[src/rtl/round_sequencer.sv]
// Game-round controller for the BCD countdown timer: idle, get-ready countdown, timed play,
// post-round hold, then the next round or game over. All outputs are registered.
module round_sequencer #(
  parameter int unsigned CLK_HZ     = 50_000_000,
  parameter int unsigned READY_SECS = 3,
  parameter int unsigned END_SECS   = 2,
  parameter int unsigned NUM_ROUNDS = 3
) (
  input  logic       Clk,
  input  logic       Reset,
  input  logic       start_i,
  input  logic       abort_i,
  input  logic       time_up_i,
  input  logic [7:0] time_left_i,
  output logic       timer_reset_o,
  output logic       playing_o,
  output logic [3:0] ready_count_o,
  output logic [3:0] round_num_o,
  output logic       round_done_o,
  output logic       game_over_o,
  output logic [2:0] state_o,
  output logic [7:0] hud_time_o
);

  localparam logic [2:0] StIdle  = 3'd0;
  localparam logic [2:0] StReady = 3'd1;
  localparam logic [2:0] StPlay  = 3'd2;
  localparam logic [2:0] StEnd   = 3'd3;
  localparam logic [2:0] StOver  = 3'd4;

  localparam int unsigned CW = (CLK_HZ > 1) ? $clog2(CLK_HZ) : 1;
  localparam int unsigned EW = (END_SECS > 1) ? $clog2(END_SECS) : 1;

  logic [2:0]    state_q, state_d;
  logic [3:0]    ready_q, ready_d;
  logic [3:0]    round_q, round_d;
  logic [CW-1:0] presc_q, presc_d;
  logic [EW-1:0] end_cnt_q, end_cnt_d;
  logic          round_done_d;
  logic          start_q;
  logic          start_edge;
  logic          tick;

  assign start_edge = start_i & ~start_q;
  assign tick       = (presc_q == CW'(CLK_HZ - 1));

  always_comb begin
    state_d      = state_q;
    ready_d      = ready_q;
    round_d      = round_q;
    end_cnt_d    = end_cnt_q;
    round_done_d = 1'b0;
    if (abort_i && (state_q != StIdle)) begin
      state_d   = StIdle;
      ready_d   = 4'd0;
      round_d   = 4'd0;
      end_cnt_d = '0;
    end else begin
      case (state_q)
        StIdle: begin
          if (start_edge) begin
            state_d = StReady;
            round_d = 4'd1;
            ready_d = 4'(READY_SECS);
          end
        end
        StReady: begin
          if (tick) begin
            if (ready_q == 4'd1) begin
              state_d = StPlay;
              ready_d = 4'd0;
            end else begin
              ready_d = ready_q - 4'd1;
            end
          end
        end
        StPlay: begin
          if (time_up_i) begin
            state_d      = StEnd;
            round_done_d = 1'b1;
            end_cnt_d    = '0;
          end
        end
        StEnd: begin
          if (tick) begin
            if (end_cnt_q == EW'(END_SECS - 1)) begin
              end_cnt_d = '0;
              if (round_q == 4'(NUM_ROUNDS)) begin
                state_d = StOver;
              end else begin
                state_d = StReady;
                round_d = round_q + 4'd1;
                ready_d = 4'(READY_SECS);
              end
            end else begin
              end_cnt_d = end_cnt_q + EW'(1);
            end
          end
        end
        StOver: begin
          if (start_edge) begin
            state_d = StReady;
            round_d = 4'd1;
            ready_d = 4'(READY_SECS);
          end
        end
        default: begin
          state_d   = StIdle;
          ready_d   = 4'd0;
          round_d   = 4'd0;
          end_cnt_d = '0;
        end
      endcase
    end

    // Restart the one-second prescaler on every state change.
    if (state_d != state_q) begin
      presc_d = '0;
    end else if (tick) begin
      presc_d = '0;
    end else begin
      presc_d = presc_q + CW'(1);
    end
  end

  always_ff @(posedge Clk) begin
    if (Reset) begin
      state_q       <= StIdle;
      ready_q       <= 4'd0;
      round_q       <= 4'd0;
      presc_q       <= '0;
      end_cnt_q     <= '0;
      start_q       <= 1'b1;
      timer_reset_o <= 1'b1;
      playing_o     <= 1'b0;
      round_done_o  <= 1'b0;
      game_over_o   <= 1'b0;
      hud_time_o    <= 8'h00;
    end else begin
      state_q       <= state_d;
      ready_q       <= ready_d;
      round_q       <= round_d;
      presc_q       <= presc_d;
      end_cnt_q     <= end_cnt_d;
      start_q       <= start_i;
      timer_reset_o <= (state_d != StPlay);
      playing_o     <= (state_d == StPlay);
      round_done_o  <= round_done_d;
      game_over_o   <= (state_d == StOver);
      hud_time_o    <= ((state_d == StPlay) || (state_d == StEnd)) ? time_left_i : 8'h00;
    end
  end

  assign state_o       = state_q;
  assign ready_count_o = ready_q;
  assign round_num_o   = round_q;

endmodule

[config.mk]
export PLATFORM = sky130hd
export DESIGN_NAME = round_sequencer
export DESIGN_NICKNAME = d
export VERILOG_FILES = /design/src/rtl/round_sequencer.sv
export SDC_FILE = /design/constraint.sdc
export NUM_CORES = 1
export LEC_CHECK = 0
export BUFFER_PORTS_ARGS = -buffer_cell sky130_fd_sc_hd__buf_2
export CORE_ASPECT_RATIO = 1.4
export CORE_UTILIZATION = 61
export CTS_CLUSTER_DIAMETER = 120
export DETAILED_ROUTE_END_ITERATION = 7
export GPL_ROUTABILITY_DRIVEN = 0
export PLACE_DENSITY_LB_ADDON = 0.15
export SLEW_MARGIN = 20
export SYNTH_ARGS = -nofsm -noshare
export SYNTH_HDL_FRONTEND = slang
export SYNTH_SLANG_ARGS = --single-unit
[constraint.sdc]
create_clock -name Clk -period 3.6 [get_ports Clk]
set_clock_uncertainty 0.1 [all_clocks]
set_input_delay 0.72 -clock Clk [delete_from_list [all_inputs] [get_ports Clk]]
set_output_delay 0.72 -clock Clk [all_outputs]
set_load 0.05 [all_outputs]
==> impl_metrics.env <==
export IMPL_status="completed"
export IMPL_setup_tns_final_ps=0
export IMPL_num_rows=27
export IMPL_cp_data_arrival_time_ps=2810
export IMPL_finish_utilization_pct=69.9
export IMPL_grt_max_degree=27
export IMPL_fin_nets=331
export IMPL_cp_num_buf_inv=0
export IMPL_start_util_pct=63.0
export IMPL_hold_viol=0
export IMPL_tritoncts="done"
export IMPL_vias_per_cell=5.82
export IMPL_rsz0062_at_grt="no"
export IMPL_fin_crit_sh_pct=76.1
export IMPL_min_path_type="flop to flop"
export IMPL_fmax_ghz=0.365
export IMPL_r2r_slack_ps=860
export IMPL_clk_latency_ps=310
export IMPL_maxCapViolCount=0
export IMPL_yosys_most_used_dff="dfxtp_1"
export IMPL_clockRootBuffer="clkbuf_8"
export IMPL_start_kind="flop"
export IMPL_clkSinkCount=51
export IMPL_drc_errors=0
export IMPL_critPathTopFamily="simple AND/OR/NAND/NOR gates"
export IMPL_synth_cell_types=58
export IMPL_min_from="presc_q[0]"
export IMPL_synth_edff_count=0
export IMPL_synth_area_um2=2470
export IMPL_ys_seq_area_share_pct=41.4
export IMPL_die_area_um2=4310
export IMPL_drt_pass1_iterations=4
export IMPL_wl_per_cell_um=13.9
export IMPL_ctsResizeCount=0
export IMPL_antenna_found_initial=0
export IMPL_cts_hold_buffers=0
export IMPL_io_buffer_count=35
export IMPL_yosys_warnings=0
export IMPL_crit_path_max_fanout=26
export IMPL_total_power_w=0.00101
export IMPL_slew_violations=0
export IMPL_areaGrowthSynthToFinish_pct=11.1
export IMPL_drt_initial_drc_count=100
export IMPL_power_density_nw_per_um2=368
export IMPL_synth_cells=282
export IMPL_dieWidth_um=55.8
export IMPL_post_cts_buffers=0
export IMPL_synth_seq_cells=51
export IMPL_io_pin_count=36
export IMPL_cts_max_level=2
export IMPL_antennaDiodeCount=0
export IMPL_finalWirelength_mm=4.97
export IMPL_end_kind="flop"
export IMPL_critPathLaunch="presc_q[18]"
export IMPL_slowest_delay_ps=710
export IMPL_path_class="flop to flop"
export IMPL_hold_depth=1
export IMPL_ir_drop_mv=0.358
export IMPL_drtAntennaViolNets=0
export IMPL_drive_gt1_share_pct=18.4
export IMPL_worstReg2RegStart="presc_q[18]"
export IMPL_period_minus_slack_ps=2740
export IMPL_grt_pass1_vias=1884
export IMPL_cts_made_buffers=5
export IMPL_synth_nets=299
export IMPL_setup_viol=0
export IMPL_p_leak_nw=1.08
export IMPL_worstMarginPinSlew_ps=846
export IMPL_required_ps=3670
export IMPL_cts_reportedPaths_clkPinSlew_ps=90
export IMPL_hpwlAfterDp_mm=3.56
export IMPL_vias=2083
export IMPL_reg2reg_to="presc_q[7]"
export IMPL_grt_usage_pct=23.8
export IMPL_fp_dieH_um=77.3
export IMPL_grt_pass1_wl_mm=8.20
export IMPL_critical_path_slowest_cell="or4_1"
export IMPL_synthArstFlopShare_pct=0
export IMPL_avgSynthCellArea_um2=8.75
export IMPL_overflow=0
export IMPL_reg2regPathDepth=5
export IMPL_worstHoldEndpoint="presc_q[0]"
export IMPL_core_um2=3920
export IMPL_cp_cell_sequence="or4b_4, nor4_4, and4_1, or4_1, nor2_1"
export IMPL_cts_buffer_depth=2
export IMPL_slew_headroom_pct=43.6
==> worst reg2reg max path, cell delays in order (launching register included) <==
cell     delay (ps)
dfxtp_1         350
or4b_4          560
nor4_4          350
and4_1          400
or4_1           710
nor2_1          130
==> flip-flops by register name, summed over array words and instances (netlist names) <==
name and flops:
presc_q 26, round_num_o 4, playing_o 1, timer_reset_o 1
round_done_o 1, ready_count_o 4, start_q 1, state_o 3
hud_time_o 8, end_cnt_q 1, game_over_o 1
==> area by class of cell <==
class	count	area [um2]
Clock buffer	5	68.8
Clock inverter	3	28.8
Fill cell	307	1180
Inverter	8	30.0
Multi-Input combinational cell	212	1360
Sequential cell	51	1020
Tap cell	43	53.8
Timing Repair Buffer	36	183
==> layer usage <==
layer	wire length [um]	vias up	share of wire [%]	track usage [%]
met2	2660	72	54	41.7
met5	0	-	0	0
met3	197	8	4.0	4.05
met4	93	0	1.9	13.3
li1	-	1053	-	-
met1	2020	950	41	27.0
==> synthesized netlist by cell type, types with 4 or more instances <==
library cell  count  area, um2
buf_2             4       20.0
dfxtp_1          51       1020
and3_1            4       25.0
ha_1              4       50.1
a21oi_1          13       65.1
xnor2_1           6       52.6
and2_1           14       87.6
nor3_1            7       35.0
inv_1             8       30.0
xor2_1           18        158
clkbuf_1          4       15.0
o21ai_0           5       25.0
nand3_1          15       75.1
nand2_1          17       63.8
nand4_1           8       50.1
nor2_1           41        154
==> metrics by stage <==
stage | hold WS, ps | area, um2 | worst slack (ps) | std cells
global placement | 339 | 2640 | 944 | 350
finish | 378 | 2740 | 860 | 358
detailed placement | 362 | 2640 | 834 | 350
floorplan | 330 | 2470 | 1330 | 282
global route | 404 | 2740 | 648 | 358
CTS | 384 | 2740 | 830 | 358
==> power breakdown <==
part | total (W) | internal, W | switching (W)
registers | 0.000583 | 0.000572 | 0.0000110
logic | 0.0000808 | 0.0000280 | 0.0000528
clock network | 0.000345 | 0.000144 | 0.000201
==> worst max-delay path by stage <==
stage | depth (start not counted) | endpoint | slack [ps]
floorplan | 7 | presc_q[9] | 1330
global placement | 5 | presc_q[23] | 940
detailed placement | 5 | presc_q[7] | 830
CTS | 5 | presc_q[7] | 830
global route | 5 | presc_q[4] | 650
finish | 5 | presc_q[7] | 860
==> placed cells by master, fill, tap and decap left out, drive strengths merged, types with 8 or more instances in the layout <==
master	Yosys	routed
a21oi	13	13
nand4	10	10
xor2	18	18
nor2	41	41
buf	7	36
nor3	8	8
dfxtp	51	51
nand2	18	18
inv	8	9
and2	14	14
nand3	15	15
==> kinds of logic (layout without fill, tap and decap cells) <==
logic type | count (synthesis) | after routing | share of synthesized area (%)
AOI/OAI and AO/OA | 37 | 37 | 9.74
muxes | 2 | 2 | 0.811
xor gates and xnor gates | 24 | 24 | 8.52
and+or+nand+nor | 145 | 145 | 33.8
buffers and inverters | 19 | 52 | 3.70
adders and majority gates | 4 | 4 | 2.03
DFF | 51 | 51 | 41.4
Note: power is estimated with default switching activity, not from simulation.
